**src/rtl/threedeeo_pkg.sv**
```systemverilog
// Shared constants and state encoding for the 3DO controller chain sequencer.
package threedeeo_pkg;
    localparam int unsigned PAD_BITS = 16;
    localparam int unsigned MAX_PADS = 4;
    localparam logic        EOC_BIT  = 1'b0;

    typedef enum logic [1:0] {
        IDLE,
        ARM,
        SHIFT,
        DONE
    } chain_state_t;
endpackage

```
**src/rtl/edge_sync.sv**
```systemverilog
// Multi-flop synchronizer for an asynchronous pin with registered level and edge strobes.
module edge_sync #(
    parameter int unsigned SYNC_STAGES = 2,
    parameter logic        RESET_VALUE = 1'b0
) (
    input  logic system_clock,
    input  logic reset,
    input  logic pin,
    output logic level,
    output logic rise,
    output logic fall
);
    logic [SYNC_STAGES-1:0] chain;

    // level is the delayed copy so it lines up with the registered edge strobes
    always_ff @(posedge system_clock or posedge reset) begin
        if (reset) begin
            chain <= {SYNC_STAGES{RESET_VALUE}};
            level <= RESET_VALUE;
            rise  <= 1'b0;
            fall  <= 1'b0;
        end else begin
            chain <= {chain[SYNC_STAGES-2:0], pin};
            level <= chain[SYNC_STAGES-1];
            rise  <= chain[SYNC_STAGES-1] & ~level;
            fall  <= ~chain[SYNC_STAGES-1] & level;
        end
    end
endmodule

```
**src/rtl/threedeeo_chain_sched.sv**
```systemverilog
// 3DO controller daisy-chain sequencer: snapshots pad words at frame start and
// serializes the present pads MSB first, followed by end-of-chain zeros.
module threedeeo_chain_sched
    import threedeeo_pkg::*;
#(
    parameter int unsigned NUM_PADS    = 2,
    parameter int unsigned SYNC_STAGES = 2,
    parameter int unsigned TIMEOUT     = 20000
) (
    input  logic                         system_clock,
    input  logic                         reset,
    input  logic                         clk,
    input  logic                         ps,
    output logic                         dat,
    input  logic [NUM_PADS*PAD_BITS-1:0] pad_word,
    input  logic [NUM_PADS-1:0]          pad_valid,
    input  logic [NUM_PADS-1:0]          pad_remove,
    output logic [NUM_PADS-1:0]          present,
    output logic                         frame_done,
    output logic                         timeout_err
);
    localparam int unsigned CNT_W = $clog2(NUM_PADS*PAD_BITS + 1);
    localparam int unsigned BIT_W = $clog2(PAD_BITS);
    localparam int unsigned WD_W  = $clog2(TIMEOUT + 1);
    localparam logic [WD_W-1:0] WD_LAST = WD_W'(TIMEOUT - 1);

    typedef logic [PAD_BITS-1:0] word_arr_t [NUM_PADS];

    word_arr_t             pad_in;
    word_arr_t             shadow;
    word_arr_t             snap;
    logic [NUM_PADS-1:0]   snap_present;
    logic [CNT_W-1:0]      total_bits;
    logic [CNT_W-1:0]      bit_cnt;
    logic [WD_W-1:0]       wdog;
    chain_state_t          state;

    logic clk_level_unused, clk_rise_unused, clk_fall;
    logic ps_level, ps_rise, ps_fall;

    for (genvar g = 0; g < NUM_PADS; g++) begin : g_unpack
        assign pad_in[g] = pad_word[g*PAD_BITS +: PAD_BITS];
    end

    edge_sync #(.SYNC_STAGES(SYNC_STAGES), .RESET_VALUE(1'b1)) u_clk_sync (
        .system_clock (system_clock),
        .reset        (reset),
        .pin          (clk),
        .level        (clk_level_unused),
        .rise         (clk_rise_unused),
        .fall         (clk_fall)
    );

    edge_sync #(.SYNC_STAGES(SYNC_STAGES), .RESET_VALUE(1'b1)) u_ps_sync (
        .system_clock (system_clock),
        .reset        (reset),
        .pin          (ps),
        .level        (ps_level),
        .rise         (ps_rise),
        .fall         (ps_fall)
    );

    // Bit idx of the chain stream: slot ordinal idx/PAD_BITS among present slots, MSB first.
    function automatic logic stream_bit(input word_arr_t words,
                                        input logic [NUM_PADS-1:0] mask,
                                        input logic [CNT_W-1:0] idx);
        logic        bit_val;
        int unsigned ord;
        int unsigned slot_ord;
        bit_val  = EOC_BIT;
        ord      = 0;
        slot_ord = 32'(idx >> BIT_W);
        for (int unsigned n = 0; n < NUM_PADS; n++) begin
            if (mask[n]) begin
                if (ord == slot_ord) bit_val = words[n][~idx[BIT_W-1:0]];
                ord++;
            end
        end
        return bit_val;
    endfunction

    function automatic logic [CNT_W-1:0] chain_bits(input logic [NUM_PADS-1:0] mask);
        int unsigned n_present;
        n_present = 0;
        for (int unsigned n = 0; n < NUM_PADS; n++) begin
            if (mask[n]) n_present++;
        end
        return CNT_W'(n_present * PAD_BITS);
    endfunction

    always_ff @(posedge system_clock or posedge reset) begin
        if (reset) begin
            present <= '0;
            for (int unsigned n = 0; n < NUM_PADS; n++) shadow[n] <= '0;
        end else begin
            for (int unsigned n = 0; n < NUM_PADS; n++) begin
                if (pad_valid[n]) begin
                    shadow[n]  <= pad_in[n];
                    present[n] <= 1'b1;
                end else if (pad_remove[n]) begin
                    present[n] <= 1'b0;
                end
            end
        end
    end

    // ps edges take priority; a clk edge in the same cycle is dropped
    always_ff @(posedge system_clock or posedge reset) begin
        if (reset) begin
            state        <= IDLE;
            dat          <= 1'b0;
            frame_done   <= 1'b0;
            timeout_err  <= 1'b0;
            bit_cnt      <= '0;
            total_bits   <= '0;
            wdog         <= '0;
            snap_present <= '0;
            for (int unsigned n = 0; n < NUM_PADS; n++) snap[n] <= '0;
        end else begin
            frame_done  <= 1'b0;
            timeout_err <= 1'b0;
            if (ps_rise) begin
                state <= IDLE;
                dat   <= stream_bit(snap, snap_present, '0);
            end else if (state == IDLE) begin
                if (ps_fall) begin
                    snap         <= shadow;
                    snap_present <= present;
                    total_bits   <= chain_bits(present);
                    bit_cnt      <= '0;
                    wdog         <= '0;
                    dat          <= stream_bit(shadow, present, '0);
                    state        <= ARM;
                end else begin
                    dat <= stream_bit(snap, snap_present, '0);
                end
            end else begin
                if (clk_fall) wdog <= '0;
                else if (!ps_level) wdog <= wdog + 1'b1;

                if (!clk_fall && !ps_level && wdog == WD_LAST) begin
                    timeout_err <= 1'b1;
                    state       <= IDLE;
                    dat         <= stream_bit(snap, snap_present, '0);
                end else begin
                    case (state)
                        ARM: state <= SHIFT;
                        SHIFT: begin
                            if (clk_fall) begin
                                if (bit_cnt == total_bits) begin
                                    state      <= DONE;
                                    frame_done <= 1'b1;
                                    dat        <= EOC_BIT;
                                end else begin
                                    bit_cnt <= bit_cnt + 1'b1;
                                    dat     <= stream_bit(snap, snap_present, bit_cnt + 1'b1);
                                end
                            end
                        end
                        default: dat <= EOC_BIT;
                    endcase
                end
            end
        end
    end
endmodule

```
**config.mk**
```make
export PLATFORM = sky130hd
export DESIGN_NAME = threedeeo_chain_sched
export DESIGN_NICKNAME = d
export VERILOG_FILES = /design/src/rtl/threedeeo_pkg.sv /design/src/rtl/edge_sync.sv /design/src/rtl/threedeeo_chain_sched.sv
export SDC_FILE = /design/constraint.sdc
export NUM_CORES = 1
export LEC_CHECK = 0
export ABC_AREA = 1
export BUFFER_PORTS_ARGS = -buffer_cell sky130_fd_sc_hd__buf_4
export CORE_MARGIN = 8
export CORE_UTILIZATION = 39
export CTS_CLUSTER_DIAMETER = 40
export DETAILED_ROUTE_END_ITERATION = 7
export PLACE_DENSITY_LB_ADDON = 0.12
export SYNTH_ARGS = -nofsm -noshare
export SYNTH_HDL_FRONTEND = slang
export SYNTH_HIERARCHICAL = 1
export SYNTH_SLANG_ARGS = --single-unit
```
**constraint.sdc**
```tcl
create_clock -name system_clock -period 2.9 [get_ports system_clock]
set_input_delay 0.435 -clock system_clock [delete_from_list [all_inputs] [get_ports system_clock]]
set_output_delay 0.435 -clock system_clock [all_outputs]
set_load 0.1 [all_outputs]
```
==> key figures, run 1 <==
Die
  – Row count: 40
  – Die area: 16000 um2
  – Die X: 127 um
  – I/O Pins: 45
  – Core ar.: ~12000 um2
  – Die span in y: 127 um
  – Initial core utilization: 0.399

Global route
  – GR Overflow Total: 0
  – Vias in the first global route: 3972
  – Total GRT Usage: 0.141
  – Initial antenna violation count: 0
  – Largest net degree at the start of global routing: 51
  – First-pass GRT wire length: 18300 um

Pwr
  – Leakage: 2.75 nW
  – Overall Power: around 0.0046 W
  – Peak VDD IR: between 0.0003 and 0.0004 V
  – Pwr Density: 828 nW/um2

Logic synthesis
  – Synthesized instance count: 580
  – Mapped Area: 4770 um2
  – Syn_area_per_cell: a little over 8 um2
  – Synth warn: 6
  – Syn Nets: between 600 and 700

Placement
  – Post-DP HPWL: 7420 um
  – Post-placement cell count: 758
  – GPL Wtd Cong: 0.820
  – Port Buf Inserts: 44

Cells and area
  – Nets: approximately 670
  – Most common cell after layout, fill and taps aside: nand2_1
  – Fill cell count: 1216
  – Number of diodes: 0
  – Final non-filler cell total: 775
  – Most frequent cells in the layout: nand2_1, dfrtp_1, inv_1, o21ai_0, nand3_1
  – Layout cells sized above 1: 0.127
  – P&R area growth vs syn: 16.9%

Detailed routing
  – Final ANT Viol Nets: 0
  – Number of DRC markers in iteration 0: 266
  – Avg WL per Cell: 13.2 um
  – DRC violation count after routing: 0
  – Detailed-router iteration count before antenna repair: 4
  – Final WL: 10200 um
  – Vias: 3748
  – Vias per std cell: 4.84

Critical path
  – Crit end category: flop
  – CP required: 3.18 ns
  – Crit start category: flop
  – Worst path cell trace: clkinv_1, buf_4, ha_1, clkinv_1, nand3_1, nand3_1, nand3_1, nand2_1, a21oi_1, nand2_1, a21oi_1
  – Max FO, Critical Path: 18
  – Buf/Inv on CP: 3
  – Crit-path leading delay family: buffers and inverters
  – CP most frequent cell: nand3_1
  – Slowest cell on crit path: ha_1
  – CP arrival: 2.46 ns
  – CP Class: flop to flop
  – Highest cell delay on the worst timing path: 0.46 ns

Clock tree
  – Post-cts hold buffer count: 1
  – Clk_lat worst skew: 0.35 ns
  – CTS resizes: 0
  – Clk pin slew, worst setup/hold paths: roughly 0.07 ns
  – Clock tree buffer depth: 2
  – CTS tree: yes
  – H-tree depth: 3
  – Sink Count: 105
  – Post-CTS setup buffer count: 0
  – Root Driver: clkbuf_16
  – TritonCTS Buffers: 9

Run
  – Max-Cap Viols: 0

Timing
  – Slew Limit Fails: 0
  – Final Setup Violations: 0
  – Total Negative Setup Slacks: 0 ns
  – Max-slew headroom: 0.581
  – Layout Skew: ~0.007 ns
  – Fin crit share: 0.752
  – RSZ-0062 raised after global routing: false
  – Worst-Margin Slew: ~0.63 ns
  – Tmin final: 2.18 ns
  – Fmax: 458 MHz
  – Hold Violations, Final: 0

Status
  – Status: finished clean

Worst hold path
  – HP Class: primary input to flop
[power by group]
group,internal [W],total (W),switching (W)
clock,0.000655,0.00120,0.000545
sequential,0.00182,0.00208,0.000252
combinational,0.000487,0.00134,0.000852
[metrics by stage]
stage                     setup slack (ns)  hold slack, ns  cell area, um2   util
after CTS                            0.721           0.175            5580  0.466
after floorplan                      0.876           0.199            4770      -
after detailed placement             0.732           0.347            5270  0.441
after global routing                 0.501           0.166            5580  0.466
final                                0.718           0.187            5580  0.466
after global placement               0.880           0.349            5270  0.441
[flip-flops by register name, summed over array words and instances, names as in the netlist, 6 cells and up]
register	flops
bit_cnt	6
shadow	32
snap	32
wdog	15
[routing by layer]
layer	part of all wire	up-vias	track usage
met1	0.48	1756	0.178
met4	0.016	0	0.0453
met3	0.037	16	0.0444
met2	0.47	54	0.224
li1	-	1922	-
met5	0	-	0
[path summary, 6_finish.rpt]
check,start,end,slack [ns],depth (start not counted)
setup / recovery,bit_cnt[0]$_DFFE_PP0P_,dat$_DFFE_PP0P_,0.72,11
hold / removal,clk,u_clk_sync/chain[0]$_DFF_PP1_,0.19,1
setup reg to reg,bit_cnt[0]$_DFFE_PP0P_,dat$_DFFE_PP0P_,0.72,11
hold reg to reg,u_ps_sync/chain[0]$_DFF_PP1_,u_ps_sync/chain[1]$_DFF_PP1_,0.36,0
max in group asynchronous,reset,snap[22]$_DFFE_PP0P_,1.61,4
min in group asynchronous,reset,u_clk_sync/fall$_DFF_PP0_,0.55,3
[area by class of cell]
| class | instances | area, um2 | share of cell area |
|---|---|---|---|
| inverters | 85 | 325 | 0.0583 |
| clock buffers | 13 | 270 | 0.0485 |
| flip-flops and latches | 105 | 2640 | 0.473 |
| clock inverters | 3 | 23.8 | 0.00426 |
| repair buffers | 50 | 390 | 0.0700 |
| well taps | 147 | 184 | 0.0330 |
| multi-input cells | 372 | 1750 | 0.313 |
Note: power is estimated with default switching activity, not from simulation.
==> run 2: changes to the inputs <==
--- a/config.mk
+++ b/config.mk
@@ -5,7 +5,7 @@
 export SDC_FILE = /design/constraint.sdc
 export NUM_CORES = 1
 export LEC_CHECK = 0
-export ABC_AREA = 1
+export ABC_AREA = 0
 export BUFFER_PORTS_ARGS = -buffer_cell sky130_fd_sc_hd__buf_4
 export CORE_MARGIN = 8
 export CORE_UTILIZATION = 39
==> constraint.sdc (replaced) <==
create_clock -name system_clock -period 2.28 [get_ports system_clock]
set_input_delay 0.342 -clock system_clock [delete_from_list [all_inputs] [get_ports system_clock]]
set_output_delay 0.342 -clock system_clock [all_outputs]
set_load 0.1 [all_outputs]
==> run 2 against run 1 <==
Clock-buffer cell count fell by 3. Cell count decreased by 27%. Clock power up 31%. Register-to-register slack got worse by 0.59 ns. Critical endpoint is now wdog[11]$_DFFE_PP0P_. Largest cell class unchanged.
==> key figures, run 2 <==
Timing
  – Fmax: between 400 and 500 MHz
  – RSZ-0062 raised after global routing: false
  – Hold Violations, Final: 0
  – Worst-Margin Slew: 0.751 ns
  – Max-slew headroom: 0.497
  – Slew Limit Fails: 0
  – Total Negative Setup Slacks: 0 ns
  – Layout Skew: 0.00578 ns
  – Final Setup Violations: 0
  – Fin crit share: 0.945
  – Tmin final: 2.15 ns

Placement
  – Port Buf Inserts: 44
  – GPL Wtd Cong: roughly 0.77
  – Post-placement cell count: ~540
  – Total placed instance area: 5200 um2
  – Post-DP HPWL: 6570 um

Clock tree
  – Clk_lat worst skew: 0.34 ns
  – Sink Count: ~110
  – Clk pin slew, worst setup/hold paths: 0.07 ns
  – H-tree depth: 3
  – TritonCTS Buffers: 9
  – Root Driver: clkbuf_16
  – CTS tree: yes
  – Clock tree buffer depth: 2

Pwr
  – Int Pwr: 0.00415 W
  – Leakage: 2.39 nW
  – Sw Share: 0.302
  – Comb power frac: 0.292
  – Pwr Density: about 1100 nW/um2
  – Net Sw Power: 0.00180 W
  – Seq pwr share: 0.443
  – Peak VDD IR: around 0.0006 V
  – Clk pwr share: 0.265

Global route
  – Largest net degree at the start of global routing: 33
  – Vias in the first global route: between 3000 and 4000
  – First-pass GRT wire length: roughly 15000 um
  – GR Overflow Total: 0
  – Initial antenna violation count: 0
  – Total GRT Usage: 0.119

Cells and area
  – Final non-filler cell total: between 500 and 600
  – Layout cells sized above 1: 0.401
  – Top flop regs: shadow: 32 flops, snap: 32 flops, wdog: 15 flops
  – Nets: between 400 and 500
  – Number of diodes: 0
  – Fin util: 0.484
  – Cell area after layout: 5530 um2
  – Most common cell after layout, fill and taps aside: dfrtp_1
  – P&R area growth vs syn: 20.7%
  – Most frequent cells in the layout: dfrtp_1, mux2_2, buf_4

Critical path
  – FF-to-FF Start: state[1]$_DFFE_PP0P_
  – CP Class: flop to flop
  – Crit path launch: state[1]$_DFFE_PP0P_
  – CP required: around 2.5 ns
  – Max FO, Critical Path: 5
  – Crit end category: flop
  – CP arrival: approximately 2.4 ns
  – Crit start category: flop
  – Worst reg-to-reg setup slack: 0.13 ns
  – Cells on worst reg2reg path: 5
  – R2R Path End: wdog[11]$_DFFE_PP0P_

Die
  – Core ar.: approximately 11000 um2
  – Die X: 124 um
  – Die span in y: about 120 um
  – Die area: 15500 um2
  – Row count: 39
  – Initial core utilization: 0.401
  – I/O Pins: 45

Detailed routing
  – Avg WL per Cell: ~16 um
  – Final WL: between 8000 and 9000 um
  – Detailed-router iteration count before antenna repair: 5
  – DRC violation count after routing: 0
  – Vias: 2859
  – Number of DRC markers in iteration 0: 102
  – Vias per std cell: 5.09
  – Final ANT Viol Nets: 0

Run
  – Max-Cap Viols: 0

Logic synthesis
  – Syn_area_per_cell: around 13 um2
  – Syn Nets: 399
  – Synth warn: 6
  – Synthesized instance count: 355
  – Mapped Area: 4580 um2

Status
  – Status: finished clean

Worst hold path
  – HP Class: primary input to flop
  – WHS Path Cells: 1
  – Hold Startpoint: clk
  – Worst Hold Endpoint: u_clk_sync/chain[0]$_DFF_PP1_
-- run 2: cell type report --
| class | instances | area [um2] |
|---|---|---|
| clock buffers | 10 | 229 |
| multi-input cells | 223 | 1860 |
| flip-flops and latches | 105 | 2640 |
| repair buffers | 63 | 504 |
| fillers | 1044 | 5890 |
| inverters | 12 | 48.8 |
| clock inverters | 6 | 72.6 |
| well taps | 143 | 179 |
-- run 2: power by group through the flow --
stage               Clock (W)  Sequential, W  Combinational [W]
global placement            0        0.00267            0.00169
CTS                   0.00162        0.00264            0.00174
finish                0.00157        0.00263            0.00173
global route          0.00170        0.00269            0.00190
detailed placement          0        0.00267            0.00172
floorplan                   0        0.00262            0.00121
-- run 2: per-stage QoR --
stage | hold slack, ns | total power (W) | setup slack (ns)
global route | 0.0804 | 0.00630 | 0.00115
finish | 0.102 | 0.00594 | 0.125
floorplan | 0.106 | 0.00383 | 0.00168
detailed placement | 0.267 | 0.00439 | 0.0978
global placement | 0.263 | 0.00436 | 0.140
CTS | 0.0874 | 0.00601 | 0.0671
-- run 2: repair_timing --
item,CTS,global route
hold buffers,1,0
gates resized for setup,0,2
hold endpoints to repair,3,0
setup buffers,0,1
endpoints found under the setup margin,0,1
-- run 2: routing by layer --
metal	up-vias	wire [um]	global-route usage
li1	1377	-	-
met1	1418	4370	0.161
met2	54	4120	0.182
met3	10	255	0.0306
met4	0	113	0.0397
met5	-	0	0
-- run 2: how the worst max path moves through the flow --
stage,to,slack (ns),cells past startpoint
floorplan,dat$_DFFE_PP0P_,0.002,8
global placement,dat$_DFFE_PP0P_,0.14,8
detailed placement,dat$_DFFE_PP0P_,0.1,8
CTS,dat$_DFFE_PP0P_,0.07,8
global route,dat$_DFFE_PP0P_,0.001,8
finish,wdog[11]$_DFFE_PP0P_,0.13,5
-- run 2: critical path: stages (launching register included) --
cell and delay, ns:
dfrtp_1 0.38, or2_1 0.24, a311o_1 0.38, or4_4 0.57, or3_1 0.36, a21oi_1 0.16
==> run 3: changes to the inputs <==
--- a/config.mk
+++ b/config.mk
@@ -12,6 +12,7 @@
 export CTS_CLUSTER_DIAMETER = 40
 export DETAILED_ROUTE_END_ITERATION = 7
 export PLACE_DENSITY_LB_ADDON = 0.12
+export REMOVE_ABC_BUFFERS = 1
 export SYNTH_ARGS = -nofsm -noshare
 export SYNTH_HDL_FRONTEND = slang
 export SYNTH_HIERARCHICAL = 1
==> run 3 against run 2 <==
Fmax fell by 2.3%. Largest cell class unchanged. Via count is 1.6% higher. Routed wire length is 2.2% higher. Clock-buffer cell count is 3 higher. Critical path type unchanged. Die area unchanged. Combinational power up 2%.
==> key figures, run 3 (same netlist as run 2, synthesis figures left out) <==
Status
  – Status: finished clean

Detailed routing
  – WL met1: between 4000 and 5000 um
  – Met2 WL: 4340 um
  – Top Layer Used: met4
  – DRC violation count after routing: 0
  – Met3 WL: 421 um
  – Vias per std cell: between 5 and 6
  – Final ANT Viol Nets: 0
  – Avg WL per Cell: 16.2 um
  – Final WL: 9050 um
  – Vias: 2905
  – Detailed-router iteration count before antenna repair: 4
  – Number of DRC markers in iteration 0: 206

Critical path
  – Buf/Inv on CP: 1
  – Worst path cell trace: ha_2, xnor2_2, buf_6, mux4_2, mux2i_1, o22ai_2, a31oi_1, nand3_1
  – CP arrival: between 2 and 2.5 ns
  – Highest cell delay on the worst timing path: about 0.48 ns
  – CP Class: flop to flop
  – Crit end category: flop
  – CP required: ~2.5 ns
  – Max FO, Critical Path: 5
  – Crit start category: flop
  – Crit-path leading delay family: multiplexers
  – Slowest cell on crit path: mux4_2

Die
  – Row count: 39
  – Core ar.: 11400 um2
  – Die span in y: 124 um
  – I/O Pins: 45
  – Initial core utilization: 0.401
  – Die X: 124 um
  – Die area: between 15000 and 20000 um2

Clock tree
  – Clk pin slew, worst setup/hold paths: 0.07 ns
  – H-tree depth: 3
  – CTS tree: yes
  – Root Driver: clkbuf_16
  – Sink Count: 105
  – Clk_lat worst skew: 0.35 ns
  – TritonCTS Buffers: 9
  – Clock tree buffer depth: 2
  – Post-CTS setup buffer count: 0

Pwr
  – Pwr Density: 1070 nW/um2
  – Leakage: approximately 2.4 nW
  – Peak VDD IR: 0.000620 V

Cells and area
  – Seq. cell area: approximately 2600 um2
  – Area of the multi-input gates: 1870 um2
  – Most frequent cells in the layout: dfrtp_1, mux2_2, buf_4
  – Top flop regs: shadow: 32 flops, snap: 32 flops, wdog: 15 flops
  – Most common cell after layout, fill and taps aside: dfrtp_1
  – Final non-filler cell total: about 560
  – Number of diodes: 0
  – Fin util: 0.480
  – P&R area growth vs syn: 19.7%
  – Fill cell count: 1074
  – Layout cells sized above 1: 0.399
  – Nets: ~460

Timing
  – Slew Limit Fails: 0
  – Fin crit share: 0.967
  – Fmax: between 400 and 500 MHz
  – Layout Skew: 0.00903 ns
  – Final Setup Violations: 0
  – Hold Violations, Final: 0
  – Max-slew headroom: 0.467
  – Tmin final: roughly 2.2 ns
  – Worst-Margin Slew: between 0.7 and 0.8 ns

Global route
  – Total GRT Usage: 0.122
  – GR Overflow Total: 0
  – Vias in the first global route: 2958
  – Largest net degree at the start of global routing: 97
  – Initial antenna violation count: 0
  – First-pass GRT wire length: 15300 um

Placement
  – GPL Wtd Cong: 0.790
  – Post-DP HPWL: 6410 um
  – Post-placement cell count: roughly 540
  – Port Buf Inserts: 44

Worst hold path
  – HP Class: primary input to flop

Run
  – Max-Cap Viols: 0
==> run 3: where the power goes <==
part,leakage [nW],switching [W],internal (W)
combinational,0.946,0.000810,0.000959
sequential,1.28,0.000294,0.00232
clock,0.136,0.000656,0.000796
total,2.37,0.00176,0.00407
==> run 3: worst paths after layout <==
path	startpoint	end	slack [ns]	depth (start not counted)
worst min register to register	u_ps_sync/chain[0]$_DFF_PP1_	u_ps_sync/chain[1]$_DFF_PP1_	0.36	0
min in group asynchronous	reset	u_clk_sync/fall$_DFF_PP0_	0.45	3
worst min-delay path	clk	u_clk_sync/chain[0]$_DFF_PP1_	0.1	1
max in group asynchronous	reset	snap[6]$_DFFE_PP0P_	1.20	4
worst max-delay path	bit_cnt[0]$_DFFE_PP0P_	dat$_DFFE_PP0P_	0.07	8
worst max register to register	bit_cnt[0]$_DFFE_PP0P_	dat$_DFFE_PP0P_	0.07	8
==> run 3: through the flow <==
| step | area, um2 | total power [W] | hold WS, ns | TNS (ns) | setup slack (ns) |
|---|---|---|---|---|---|
| after global routing | 5480 | 0.00620 | 0.0792 | -0.00684 | -0.00684 |
| after detailed placement | 5170 | 0.00441 | 0.269 | 0 | 0.0928 |
| after global placement | 5170 | 0.00435 | 0.250 | 0 | 0.156 |
| after floorplan | 4520 | 0.00382 | 0.106 | -155.92 | -2.85 |
| final | 5480 | 0.00583 | 0.0967 | 0 | 0.0741 |
| after CTS | 5450 | 0.00588 | 0.0829 | 0 | 0.0684 |
==> run 3: layout make-up <==
cell class              count  area share
flip-flops and latches    105       0.481
well taps                 143      0.0327
inverters                  12     0.00845
repair buffers             61      0.0870
multi-input cells         223       0.341
clock buffers              13      0.0475
clock inverters             2     0.00251
==> run 3: per-layer routing <==
metal	track usage	up-vias
met2	0.186	54
met5	0	-
met1	0.152	1460
met3	0.0464	16
li1	-	1375
met4	0.0461	0
==> run 3: repair_timing <==
action                                  CTS  global route
endpoints found under the setup margin    0             1
hold buffers                              1             0
endpoints found under the hold margin     3             0
gates resized for setup                   0             5
